==> src/rtl/rand_word_arbiter_if.sv <==
// Requester-side bus of rand_word_arbiter: level requests in,
// one-hot grant, assembled word and valid/ack pulses out.
interface rand_word_arbiter_if #(
  parameter int NUM_REQ = 4,
  parameter int WORD_W  = 8
);
  logic [NUM_REQ-1:0] req_i;
  logic [NUM_REQ-1:0] grant_o;
  logic [WORD_W-1:0]  word_o;
  logic               valid_o;
  logic [NUM_REQ-1:0] ack_o;

  // Arbiter side
  modport slave (
    input  req_i,
    output grant_o,
    output word_o,
    output valid_o,
    output ack_o
  );

  // Requester side
  modport master (
    output req_i,
    input  grant_o,
    input  word_o,
    input  valid_o,
    input  ack_o
  );
endinterface

==> src/rtl/rand_word_arbiter.sv <==
// Round-robin arbiter sharing one serial random-bit generator among
// NUM_REQ requesters. The winner's word is assembled MSB-first from
// WORD_W consecutive generator bits and returned with a one-cycle
// valid/ack pulse. Generator enable is high only while collecting.
module rand_word_arbiter #(
  parameter int NUM_REQ = 4,
  parameter int WORD_W  = 8
) (
  input  logic                 clk_i,
  input  logic                 rst_i,
  rand_word_arbiter_if.slave   bus,
  output logic                 lfsr_en_o,
  input  logic                 lfsr_rand_i
);

  localparam int PTR_W = (NUM_REQ > 1) ? $clog2(NUM_REQ) : 1;
  localparam int CNT_W = (WORD_W  > 1) ? $clog2(WORD_W)  : 1;

  typedef enum logic [1:0] {
    S_IDLE    = 2'd0,
    S_COLLECT = 2'd1,
    S_DONE    = 2'd2
  } state_t;

  state_t             r_state;
  state_t             w_next_state;
  logic [PTR_W-1:0]   r_ptr;
  logic [PTR_W-1:0]   r_owner;
  logic [NUM_REQ-1:0] r_grant;
  logic [WORD_W-1:0]  r_shreg;
  logic [WORD_W-1:0]  r_word;
  logic [CNT_W-1:0]   r_cnt;

  logic               w_win_found;
  logic [PTR_W-1:0]   w_win_idx;
  logic [PTR_W-1:0]   w_next_ptr;
  logic               w_abort;
  logic               w_last;
  logic [WORD_W-1:0]  w_shifted;

  // Round-robin search: first set request at or above r_ptr, wrapping.
  always_comb begin : win_search
    logic [PTR_W:0] v_idx;
    w_win_found = 1'b0;
    w_win_idx   = '0;
    v_idx       = '0;
    for (int i = 0; i < NUM_REQ; i++) begin
      v_idx = {1'b0, r_ptr} + (PTR_W+1)'(i);
      if (v_idx >= (PTR_W+1)'(NUM_REQ)) begin
        v_idx = v_idx - (PTR_W+1)'(NUM_REQ);
      end else begin
        v_idx = v_idx;
      end
      if (!w_win_found && bus.req_i[v_idx[PTR_W-1:0]]) begin
        w_win_found = 1'b1;
        w_win_idx   = v_idx[PTR_W-1:0];
      end else begin
        w_win_found = w_win_found;
      end
    end
  end

  // Pointer successor, collection abort/finish conditions and shifted word.
  always_comb begin
    w_next_ptr = '0;
    if (r_owner == PTR_W'(NUM_REQ-1)) begin
      w_next_ptr = '0;
    end else begin
      w_next_ptr = r_owner + PTR_W'(1);
    end
    w_abort   = (r_state == S_COLLECT) && ((bus.req_i & r_grant) == '0);
    w_last    = (r_cnt == CNT_W'(WORD_W-1));
    w_shifted = {r_shreg[WORD_W-2:0], lfsr_rand_i};
  end

  // Next-state decision; abort has priority over finishing the word.
  always_comb begin
    w_next_state = r_state;
    case (r_state)
      S_IDLE: begin
        if (w_win_found) begin
          w_next_state = S_COLLECT;
        end else begin
          w_next_state = S_IDLE;
        end
      end
      S_COLLECT: begin
        if (w_abort) begin
          w_next_state = S_IDLE;
        end else if (w_last) begin
          w_next_state = S_DONE;
        end else begin
          w_next_state = S_COLLECT;
        end
      end
      S_DONE:  w_next_state = S_IDLE;
      default: w_next_state = S_IDLE;
    endcase
  end

  // State register.
  always_ff @(posedge clk_i or posedge rst_i) begin
    if (rst_i) begin
      r_state <= S_IDLE;
    end else begin
      r_state <= w_next_state;
    end
  end

  // Grant, pointer, bit collection and word delivery registers.
  always_ff @(posedge clk_i or posedge rst_i) begin
    if (rst_i) begin
      r_ptr   <= '0;
      r_owner <= '0;
      r_grant <= '0;
      r_shreg <= '0;
      r_word  <= '0;
      r_cnt   <= '0;
    end else begin
      case (r_state)
        S_IDLE: begin
          if (w_win_found) begin
            r_grant <= {{(NUM_REQ-1){1'b0}}, 1'b1} << w_win_idx;
            r_owner <= w_win_idx;
            r_cnt   <= '0;
            r_shreg <= '0;
          end
        end
        S_COLLECT: begin
          if (w_abort) begin
            // Bits already pulled from the generator are simply dropped.
            r_grant <= '0;
            r_ptr   <= w_next_ptr;
          end else begin
            r_shreg <= w_shifted;
            if (w_last) begin
              // Counter holds at its final value instead of wrapping.
              r_word <= w_shifted;
            end else begin
              r_cnt <= r_cnt + CNT_W'(1);
            end
          end
        end
        S_DONE: begin
          r_grant <= '0;
          r_ptr   <= w_next_ptr;
        end
        default: begin
          r_grant <= '0;
        end
      endcase
    end
  end

  // Outputs decoded purely from registered state; no path from req_i.
  assign lfsr_en_o   = (r_state == S_COLLECT);
  assign bus.valid_o = (r_state == S_DONE);
  assign bus.ack_o   = (r_state == S_DONE) ? r_grant : '0;
  assign bus.grant_o = r_grant;
  assign bus.word_o  = r_word;

endmodule
==> src/flat_wrapper.sv <==
// flat-port wrapper written by rule: the top's interface ports become plain ports
module rand_word_arbiter_flat 
#(
  parameter int NUM_REQ = 4,
  parameter int WORD_W  = 8
)
  (clk_i, rst_i, lfsr_en_o, lfsr_rand_i, bus_req_i, bus_grant_o, bus_word_o, bus_valid_o, bus_ack_o);
  rand_word_arbiter_if #(.NUM_REQ(NUM_REQ), .WORD_W(WORD_W)) bus_i ();
  input  logic clk_i;
  input  logic rst_i;
  output logic lfsr_en_o;
  input  logic lfsr_rand_i;
  input wire logic [$bits(bus_i.req_i)-1:0] bus_req_i;
  output wire logic [$bits(bus_i.grant_o)-1:0] bus_grant_o;
  output wire logic [$bits(bus_i.word_o)-1:0] bus_word_o;
  output wire logic [$bits(bus_i.valid_o)-1:0] bus_valid_o;
  output wire logic [$bits(bus_i.ack_o)-1:0] bus_ack_o;
  assign bus_i.req_i = bus_req_i;
  assign bus_grant_o = bus_i.grant_o;
  assign bus_word_o = bus_i.word_o;
  assign bus_valid_o = bus_i.valid_o;
  assign bus_ack_o = bus_i.ack_o;
  rand_word_arbiter #(.NUM_REQ(NUM_REQ), .WORD_W(WORD_W)) u_core (.clk_i(clk_i), .rst_i(rst_i), .bus(bus_i), .lfsr_en_o(lfsr_en_o), .lfsr_rand_i(lfsr_rand_i));
endmodule
==> config.mk <==
export PLATFORM = sky130hd
export DESIGN_NAME = rand_word_arbiter_flat
export DESIGN_NICKNAME = d
export VERILOG_FILES = /design/src/rtl/rand_word_arbiter_if.sv /design/src/rtl/rand_word_arbiter.sv /design/src/flat_wrapper.sv
export SDC_FILE = /design/constraint.sdc
export NUM_CORES = 1
export LEC_CHECK = 0
export CORE_MARGIN = 5
export CORE_UTILIZATION = 38
export DETAILED_ROUTE_END_ITERATION = 7
export HOLD_SLACK_MARGIN = 0.02
export PLACE_DENSITY = 0.71
export SYNTH_ARGS = -nofsm -noshare
export SYNTH_HDL_FRONTEND = slang
export SYNTH_SLANG_ARGS = --single-unit
==> constraint.sdc <==
create_clock -name clk_i -period 1.75 [get_ports clk_i]
set_clock_uncertainty 0.2 [all_clocks]
set_input_delay 0.175 -clock clk_i [delete_from_list [all_inputs] [get_ports clk_i]]
set_output_delay 0.175 -clock clk_i [all_outputs]
set_load 0.01 [all_outputs]
==> results of run 1 <==
-- cells in the mapped netlist --
library cell	number
mux2i_1	7
nand3_1	1
clkbuf_8	1
nor2_1	4
mux2_2	13
o21ai_2	1
nand2_1	10
nor2_8	1
a21o_1	1
a21oi_1	2
o21ai_0	1
nand2b_1	1
a22o_1	4
nor2_4	2
nand2_4	1
o211ai_1	1
nor2b_4	1
nor2b_1	4
dfrtp_1	28
ha_1	3
nand4_1	1
and4_1	1
a32o_1	4
inv_1	10
nor3_4	1
o211a_1	1
a211oi_2	1
o21a_1	1
and2_1	4
nor4_2	1
-- worst max path at each step --
| stage | end | startpoint | slack [ns] | depth (start not counted) |
|---|---|---|---|---|
| after floorplan | u_core.bus.word_o[0] | u_core.r_state[0] | 0.11 | 5 |
| after global placement | u_core.r_ptr[0] | bus_req_i[2] | -0.21 | 5 |
| after detailed placement | u_core.r_ptr[0] | bus_req_i[1] | -0.24 | 5 |
| after CTS | u_core.r_cnt[0] | u_core.r_state[0] | -0.02 | 5 |
| after global routing | u_core.bus.word_o[2] | u_core.r_state[0] | -0.04 | 5 |
| final | u_core.bus.word_o[5] | u_core.r_state[0] | 0.03 | 5 |
-- power groups by stage --
stage	Combinational (mW)	Sequential [mW]	Clock [mW]
2_1_floorplan	0.735	0.965	0
3_3_place_gp	1.03	0.961	0
3_5_place_dp	1.09	0.975	0
4_1_cts	1.09	0.968	0.314
5_1_grt	1.30	0.997	0.337
6_report	1.18	0.967	0.300
-- critical path: cells and delay by family, from the launching register on --
| kind | cells | cell delay, ns |
|---|---|---|
| and+or+nand+nor | 3 | 0.50 |
| DFF | 1 | 0.43 |
| muxes | 1 | 0.35 |
| buffers and inverters | 1 | 0.14 |
-- sequential cells by signal, summed over array words and instances (netlist names) --
| signal | count |
|---|---|
| u_core.bus.grant_o | 4 |
| u_core.bus.word_o | 8 |
| u_core.r_cnt | 3 |
| u_core.r_owner | 2 |
| u_core.r_ptr | 2 |
| u_core.r_shreg | 7 |
| u_core.r_state | 2 |
-- cell usage in the layout, fill, tap and decap left out, types with 2 or more instances in the layout --
cell type,Yosys,final
dfrtp_1,28,28
clkdlybuf4s50_1,0,18
buf_4,0,18
nand2_1,10,10
inv_1,10,10
mux2_2,13,9
mux2i_1,7,7
nor2_1,4,4
a22o_1,4,4
a32o_1,4,4
mux2_4,0,4
and2_1,4,4
nor2_4,2,3
clkbuf_4,0,3
nor2b_1,4,2
a21oi_1,2,2
nor2b_4,1,2
ha_1,3,2
clkdlybuf4s15_1,0,2
clkbuf_2,0,2
-- metal layers --
| metal | part of all wire [%] | routed length, um |
|---|---|---|
| met5 | 0 | 0 |
| met4 | 0.51 | 14 |
| met3 | 5.3 | 147 |
| met2 | 52 | 1452 |
| met1 | 42 | 1155 |
-- logic make-up after synthesis --
logic type / count (synthesis) / synth area share [%]
AND/OR/NAND/NOR: 33 / 16.38
adder cells (fa/ha/maj): 3 / 2.730
buffers and inverters: 11 / 3.731
flip-flops: 28 / 50.96
multiplexers: 20 / 15.74
AO/OA/AOI/OAI: 17 / 10.46
-- through the flow --
step                setup TNS, ns  power (mW)
floorplan                       0       1.700
global placement           -4.031       1.992
detailed placement         -4.496       2.066
CTS                      -0.02128       2.367
global route              -0.2472       2.638
finish                          0       2.447
-- cell type report --
class,instances,share of cell area [%]
clock buffers,4,1.935
inverters,10,2.001
multi-input cells,74,35.36
flip-flops and latches,28,37.36
well taps,46,3.069
repair buffers,44,20.28
-- repair_timing --
item,4_1_cts,5_1_grt
setup endpoints to repair,6,23
hold buffers,1,0
pin swaps,0,4
gates resized for setup,12,13
cloned,0,1
hold endpoints to repair,28,0
buffers inserted,0,7
==> flow_metrics.env, run 1 <==
export IMPL_use_met1_pct=13.89
export IMPL_cp_arrival_ns=1.74
export IMPL_worst_pin_slew_ns=0.3556
export IMPL_layout_nets=171
export IMPL_syn_area_sq_um=1375
export IMPL_n_antenna_cell=0
export IMPL_pwr_share_comb_pct=48.2
export IMPL_p_clk_share_pct=12.3
export IMPL_clock_root_buffer="clkbuf_4"
export IMPL_yosys_area_top_type_share_pct=50.96
export IMPL_via_per_inst=4.927
export IMPL_busiest_layer="met2"
export IMPL_rsz0062_at_grt="yes"
export IMPL_hold_viol=0
export IMPL_utilization_pct=54.91
export IMPL_die_y_um=70.16
export IMPL_grt_pass1_vias=1050
export IMPL_yosys_register_bits=28
export IMPL_cts_sinks=28
export IMPL_hpwl_um=2178
export IMPL_crit_chain="buf_6 -> nor2b_4 -> nand2_4 -> nor2_8 -> mux2_2"
export IMPL_p_int_mw=1.568
export IMPL_gp_congestion=0.7549
export IMPL_hold_path_endpoint="u_core.r_shreg[0]"
export IMPL_vias=1015
export IMPL_avgSynthCellArea_sq_um=12.28
export IMPL_area_growth_synth_to_final_pct=36.40
export IMPL_fin_crit_sh_pct=98.21
export IMPL_numCtsBuffers=3
export IMPL_h_tree_depth=1
export IMPL_synth_top_area_cell="dfrtp_1"
export IMPL_p_sw_mw=0.8789
export IMPL_cts_path_max_buffers=2
export IMPL_pwr_share_seq_pct=39.5
export IMPL_std_cell_rows=21
export IMPL_peakVddDrop_v=0.0004300
export IMPL_stdcell_count=206
export IMPL_grt_ovfl_total=0
export IMPL_wl_um=2770
export IMPL_timing_rr_start="u_core.r_state[0]"
export IMPL_dp_slack_ns=-0.2441
export IMPL_swShare_pct=35.92
export IMPL_yosysUniqueCellTypes=30
export IMPL_fin_area_sq_um=1876
export IMPL_multi_input_area_sq_um=663.1
export IMPL_grt_use_total_pct=11.42
export IMPL_worstPathRequired_ns=1.77
export IMPL_die_area_sq_um=4922
export IMPL_leakage_nw=0.8987
export IMPL_whs_ns=0.2281
export IMPL_io_pins=25
export IMPL_drc=0
export IMPL_grt_start_max_net_pins=19
export IMPL_hp_start="lfsr_rand_i"
export IMPL_drt_iter0_drc=16
export IMPL_postRouteAntennaNets=0
export IMPL_cpPeakStageDelay_ns=0.43
export IMPL_min_period_ns=1.719
export IMPL_fin_ws_ns=0.03132
export IMPL_clk_latency_ns=0.31
export IMPL_die_x_um=70.16
export IMPL_hold_path_class="in2reg"
export IMPL_setup_worst_path_start_class="flip-flop"
export IMPL_global_route_usage_met3_pct=2.726
export IMPL_status="finished, final reports clean"
export IMPL_hold_depth=3
export IMPL_wl_per_cell_um=13.45
export IMPL_cts_tree="done"
export IMPL_syn_inst=112
export IMPL_grt_pass1_wl_um=4671
export IMPL_core_area_sq_um=3416
export IMPL_syn_num_nets=122
export IMPL_slew_violations=0
export IMPL_grt_use_met2_pct=20.36
export IMPL_ff_latch_area_sq_um=700.7
export IMPL_r2r_end="u_core.bus.word_o[5]"
export IMPL_layout_drive_gt1_share_pct=33.13
export IMPL_antenna_found_initial=0
export IMPL_crit_type="reg2reg"
export IMPL_fmax_mhz=581.8
export IMPL_post_dp_cell_area_sq_um=1749
export IMPL_endpoint_kind="flip-flop"
export IMPL_synth_area_top_cells="dfrtp_1, mux2_2, mux2i_1, a32o_1, ha_1"
export IMPL_reg2reg_setup_slack_ns=0.03
export IMPL_initial_core_util_pct=40.26
export IMPL_r2r_worst_path_cells=5
export IMPL_cap_violations=0
export IMPL_port_buffer_count=24
export IMPL_fillers=323
export IMPL_ys_warn_count=0
export IMPL_cp_max_fo=5
export IMPL_synth_seq_area_share_pct=50.96
export IMPL_path_clk_slew_ns=0.14
export IMPL_powerDensity_nw_per_um2=1305
export IMPL_setup_viol_count_final=0
export IMPL_placed_cells=193
export IMPL_relSlewSlack_pct=76.25
export IMPL_drt_pass1_iter_count=4
export IMPL_worst_path_max_delay_cell="dfrtp_1"
(Power assumes the default switching activity.)
==> inputs of run 2 (changes only) <==
CELL_PAD_IN_SITES_DETAIL_PLACEMENT = 0   (was unset)
CELL_PAD_IN_SITES_GLOBAL_PLACEMENT = 1   (was unset)
CORE_UTILIZATION = 37   (was 38)
PLACE_DENSITY = 0.83   (was 0.71)
==> flow_metrics.env, run 2 (synthesis results as in run 1) <==
export IMPL_status="finished, final reports clean"
export IMPL_grt_use_total_pct=11.59
export IMPL_crit_chain="clkdlybuf4s50_1 -> a22o_1 -> o21a_2 -> nor2_4 -> mux2i_1"
export IMPL_setup_worst_path_start_class="input port"
export IMPL_die_x_um=70.96
export IMPL_min_period_ns=1.714
export IMPL_port_buffer_count=24
export IMPL_grt_ovfl_total=0
export IMPL_fin_area_sq_um=1879
export IMPL_swShare_pct=34.79
export IMPL_cp_arrival_ns=1.72
export IMPL_die_y_um=70.96
export IMPL_wl_um=2904
export IMPL_area_growth_synth_to_final_pct=36.67
export IMPL_stdcell_count=201
export IMPL_cp_max_fo=7
export IMPL_utilization_pct=51.72
export IMPL_antenna_found_initial=0
export IMPL_layout_nets=164
export IMPL_cts_sinks=28
export IMPL_multi_input_area_sq_um=681.9
export IMPL_hold_path_class="in2async"
export IMPL_cpPeakStageDelay_ns=0.49
export IMPL_fin_crit_sh_pct=97.93
export IMPL_pwr_share_comb_pct=43.7
export IMPL_clock_root_buffer="clkbuf_8"
export IMPL_path_clk_slew_ns=0.09
export IMPL_wl_per_cell_um=14.45
export IMPL_layout_drive_gt1_share_pct=30.72
export IMPL_io_pins=25
export IMPL_power_mw=2.626
export IMPL_pwr_share_seq_pct=37.0
export IMPL_slew_violations=0
export IMPL_drt_iter0_drc=28
export IMPL_post_dp_cell_area_sq_um=1737
export IMPL_postRouteAntennaNets=0
export IMPL_p_sw_mw=0.9137
export IMPL_cp_buffers_inverters=1
export IMPL_hold_viol=0
export IMPL_numCtsBuffers=3
export IMPL_n_antenna_cell=0
export IMPL_largest_register_ffs=8
export IMPL_hold_buffers=0
export IMPL_vias=998
export IMPL_p_int_mw=1.713
export IMPL_setup_viol_count_final=0
export IMPL_final_cell_mix="dfrtp_1, clkdlybuf4s50_1, buf_4"
export IMPL_critical_path_top_delay_family="compound AO/OA/AOI/OAI gates"
export IMPL_h_tree_depth=1
export IMPL_grt_start_max_net_pins=29
export IMPL_ff_latch_area_sq_um=700.7
export IMPL_core_area_sq_um=3633
export IMPL_via_per_inst=4.965
export IMPL_p_clk_share_pct=19.4
export IMPL_fmax_mhz=583.5
export IMPL_gp_congestion=0.8469
export IMPL_endpoint_kind="flip-flop"
export IMPL_rsz0062_at_grt="yes"
export IMPL_worst_pin_slew_ns=0.3568
export IMPL_relSlewSlack_pct=76.21
export IMPL_leakage_nw=0.9003
export IMPL_worstPathRequired_ns=1.75
export IMPL_hpwl_um=2035
export IMPL_fillers=337
export IMPL_placed_cells=193
export IMPL_worst_path_max_delay_cell="clkdlybuf4s50_1"
export IMPL_cap_violations=0
export IMPL_std_cell_rows=22
export IMPL_die_area_sq_um=5035
export IMPL_crit_type="in2reg"
export IMPL_cts_path_max_buffers=2
export IMPL_powerDensity_nw_per_um2=1398
export IMPL_layout_commonest_cell="dfrtp_1"
export IMPL_initial_core_util_pct=37.84
export IMPL_grt_pass1_vias=1037
export IMPL_drc=0
export IMPL_cts_tree="done"
export IMPL_drt_pass1_iter_count=4
export IMPL_peakVddDrop_v=0.0005019
export IMPL_clk_latency_ns=0.28
export IMPL_grt_pass1_wl_um=4664
run 2: path summary, 6_finish.rpt:
kind / start / to / slack [ns] / cells after the start
worst max-delay path: bus_req_i[0] / u_core.r_shreg[1] / 0.04 / 5
worst min-delay path: rst_i / u_core.r_ptr[0] / 0.05 / 3
worst max register to register: u_core.r_state[0] / u_core.bus.word_o[6] / 0.04 / 5
worst min register to register: u_core.bus.word_o[6] / u_core.bus.word_o[6] / 0.32 / 1
max in group asynchronous: rst_i / u_core.bus.grant_o[1] / 1.04 / 3
min in group clk_i: lfsr_rand_i / u_core.r_shreg[0] / 0.29 / 3
run 2: tightest hold or removal path, stage by stage:
cell	delay [ns]
clkdlybuf4s50_1	0.39
inv_1	0.05
buf_4	0.32
run 2: layout make-up:
type / count / share of cell area (%)
flip-flops and latches: 28 / 37.28
inverters: 10 / 1.997
multi-input cells: 74 / 36.28
clock buffers: 3 / 2.197
repair buffers: 37 / 17.44
clock inverters: 1 / 1.598
well taps: 48 / 3.196
run 2: per-layer routing:
| metal | up-vias | track usage (%) | share of wire (%) |
|---|---|---|---|
| met2 | 20 | 19.46 | 50 |
| met5 | - | 0 | 0 |
| met4 | 0 | 5.846 | 1.8 |
| li1 | 477 | - | - |
| met3 | 5 | 2.699 | 4.8 |
| met1 | 496 | 13.82 | 43 |
run 2: power by group through the flow:
stage	clock network [mW]	logic [mW]	registers, mW
6_report	0.509	1.15	0.971
4_1_cts	0.524	1.08	0.966
5_1_grt	0.549	1.25	0.993
3_3_place_gp	0	1.04	0.961
2_1_floorplan	0	0.735	0.965
3_5_place_dp	0	1.08	0.972
run 2: stage by stage:
stage / TNS, ns / hold WS (ns) / setup slack, ns
finish: 0 / 0.04742 / 0.03622
global route: -0.09488 / 0.1030 / -0.03931
CTS: 0 / 0.05373 / 0.006788
detailed placement: -5.730 / 0.2947 / -0.3021
global placement: -4.982 / 0.2886 / -0.2358
floorplan: 0 / 0.04041 / 0.1056
run 2: what timing repair did:
action / CTS / global route
gates cloned: 0 / 1
hold endpoints to repair: 0 / 0
buffers inserted: 0 / 3
resized for setup: 8 / 16
pin swaps: 0 / 5
setup endpoints to repair: 6 / 23
==> inputs of run 3 (changes only) <==
ABC_AREA = 0   (was unset)
CORE_UTILIZATION = 38   (was 37)
PLACE_DENSITY = unset   (was 0.83)
PLACE_DENSITY_LB_ADDON = 0.1   (was unset)
clock period = 1.6 ns   (was 1.75 ns; I/O delays follow)
==> flow_metrics.env, run 3 (synthesis results as in run 1) <==
export IMPL_status="finished with violations"
export IMPL_failed_checks="setup timing"
export IMPL_cap_violations=0
export IMPL_drt_pass1_iter_count=4
export IMPL_setup_viol_count_final=28
export IMPL_cts_path_max_buffers=2
export IMPL_fin_ws_ns=-0.1127
export IMPL_rsz0062_at_grt="yes"
export IMPL_wl_per_cell_um=13.91
export IMPL_layout_commonest_cell="dfrtp_1"
export IMPL_cts_sinks=28
export IMPL_cp_max_fo=5
export IMPL_peakVddDrop_v=0.0005907
export IMPL_fin_crit_sh_pct=107.0
export IMPL_gp_congestion=0.7382
export IMPL_die_area_sq_um=4922
export IMPL_slew_violations=0
export IMPL_via_per_inst=4.871
export IMPL_endpoint_kind="flip-flop"
export IMPL_clk_latency_ns=0.32
export IMPL_worst_pin_slew_ns=0.3477
export IMPL_hold_viol=0
export IMPL_fmax_mhz=583.9
export IMPL_grt_pass1_vias=1075
export IMPL_area_growth_synth_to_final_pct=50.68
export IMPL_drc=0
export IMPL_layout_nets=182
export IMPL_postRouteAntennaNets=0
export IMPL_numCtsBuffers=3
export IMPL_whs_ns=0.1916
export IMPL_die_y_um=70.16
export IMPL_min_period_ns=1.713
export IMPL_die_x_um=70.16
export IMPL_std_cell_rows=21
export IMPL_grt_start_max_net_pins=29
export IMPL_layout_drive_gt1_share_pct=42.11
export IMPL_setup_worst_path_start_class="flip-flop"
export IMPL_relSlewSlack_pct=76.82
export IMPL_final_cell_mix="dfrtp_1, buf_4, dlygate4sd2_1"
export IMPL_grt_use_total_pct=12.45
export IMPL_initial_core_util_pct=40.26
export IMPL_cp_arrival_ns=1.75
export IMPL_path_clk_slew_ns=0.16
export IMPL_powerDensity_nw_per_um2=1519
export IMPL_worstPathRequired_ns=1.63
export IMPL_power_mw=3.147
export IMPL_dp_slack_ns=-0.3885
export IMPL_n_antenna_cell=0
export IMPL_hpwl_um=2103
export IMPL_vias=1057
export IMPL_drt_iter0_drc=20
export IMPL_cts_tree="done"
export IMPL_port_buffer_count=24
export IMPL_h_tree_depth=1
export IMPL_grt_pass1_wl_um=5002
export IMPL_wl_um=3018
export IMPL_antenna_found_initial=0
export IMPL_grt_ovfl_total=0
export IMPL_core_area_sq_um=3416
export IMPL_setup_tns_ns=-1.473
export IMPL_leakage_nw=1.052
export IMPL_clock_root_buffer="clkbuf_4"
export IMPL_hold_path_class="in2reg"
export IMPL_io_pins=25
export IMPL_largest_register_ffs=8
export IMPL_crit_type="reg2reg"
-- run 3: cell types whose count changed in the layout (fill, tap and decap cells not counted), moves of 3 or more --
| cell | change |
|---|---|
| buf_6 | +9 |
| clkbuf_8 | -3 |
| buf_4 | +10 |
| clkdlybuf4s50_1 | -13 |
| clkbuf_4 | +3 |
| and2_1 | -4 |
| and2_4 | +4 |
| dlygate4sd2_1 | +8 |
-- run 3: final cells by class --
type / count / area, sq um
timing repair buffer: 55 / 504.2
inverter: 10 / 37.54
clock inverter: 1 / 30.03
clock buffer: 3 / 22.52
tap: 46 / 57.56
fill: 287 / 1344
multi-input combinational: 74 / 719.4
sequential: 28 / 700.7
-- run 3: what timing repair did --
action / in CTS / in global routing
endpoints found under the hold margin: 28 / 0
gates resized for setup: 50 / 21
setup endpoints to repair: 40 / 33
hold buffers: 1 / 0
cloned: 1 / 0
buffers inserted: 11 / 3
pin swaps: 7 / 5
-- run 3: per-layer routing --
| metal | vias to the layer above | global-route usage (%) | part of all wire, % |
|---|---|---|---|
| li1 | 510 | - | - |
| met1 | 526 | 16.97 | 49 |
| met2 | 19 | 20.04 | 47 |
| met3 | 2 | 3.156 | 3.8 |
| met4 | 0 | 2.553 | 0.43 |
| met5 | - | 0 | 0 |
-- run 3: final timing paths --
path	from	end	slack, ns	depth (start not counted)
max	u_core.r_state[0]	u_core.bus.word_o[2]	-0.11	5
min	lfsr_rand_i	u_core.r_shreg[0]	0.19	3
max reg2reg	u_core.r_state[0]	u_core.bus.word_o[2]	-0.11	5
min reg2reg	u_core.r_shreg[6]	u_core.bus.word_o[7]	0.33	1
max in group asynchronous	rst_i	u_core.r_shreg[6]	0.40	4
min in group asynchronous	rst_i	u_core.r_shreg[1]	0.53	4
-- run 3: worst max-delay path, stage by stage, from the launching register on --
cell	delay (ns)
dfrtp_1	0.44
buf_6	0.12
nor2b_4	0.21
nand2_4	0.11
nor2_4	0.22
mux2_4	0.32
-- run 3: through the flow --
step	instance area [sq um]	std cells	utilization [%]
after floorplan	1375	112	-
after global placement	1779	197	52.09
after detailed placement	1779	197	52.09
after CTS	1981	214	57.99
after global routing	2072	217	60.66
final	2072	217	60.66
-- run 3: report_power, final --
| group | internal [mW] | switching (mW) | total, mW |
|---|---|---|---|
| Clock | 0.253 | 0.202 | 0.455 |
| Combinational | 0.955 | 0.698 | 1.65 |
| Sequential | 0.892 | 0.146 | 1.04 |
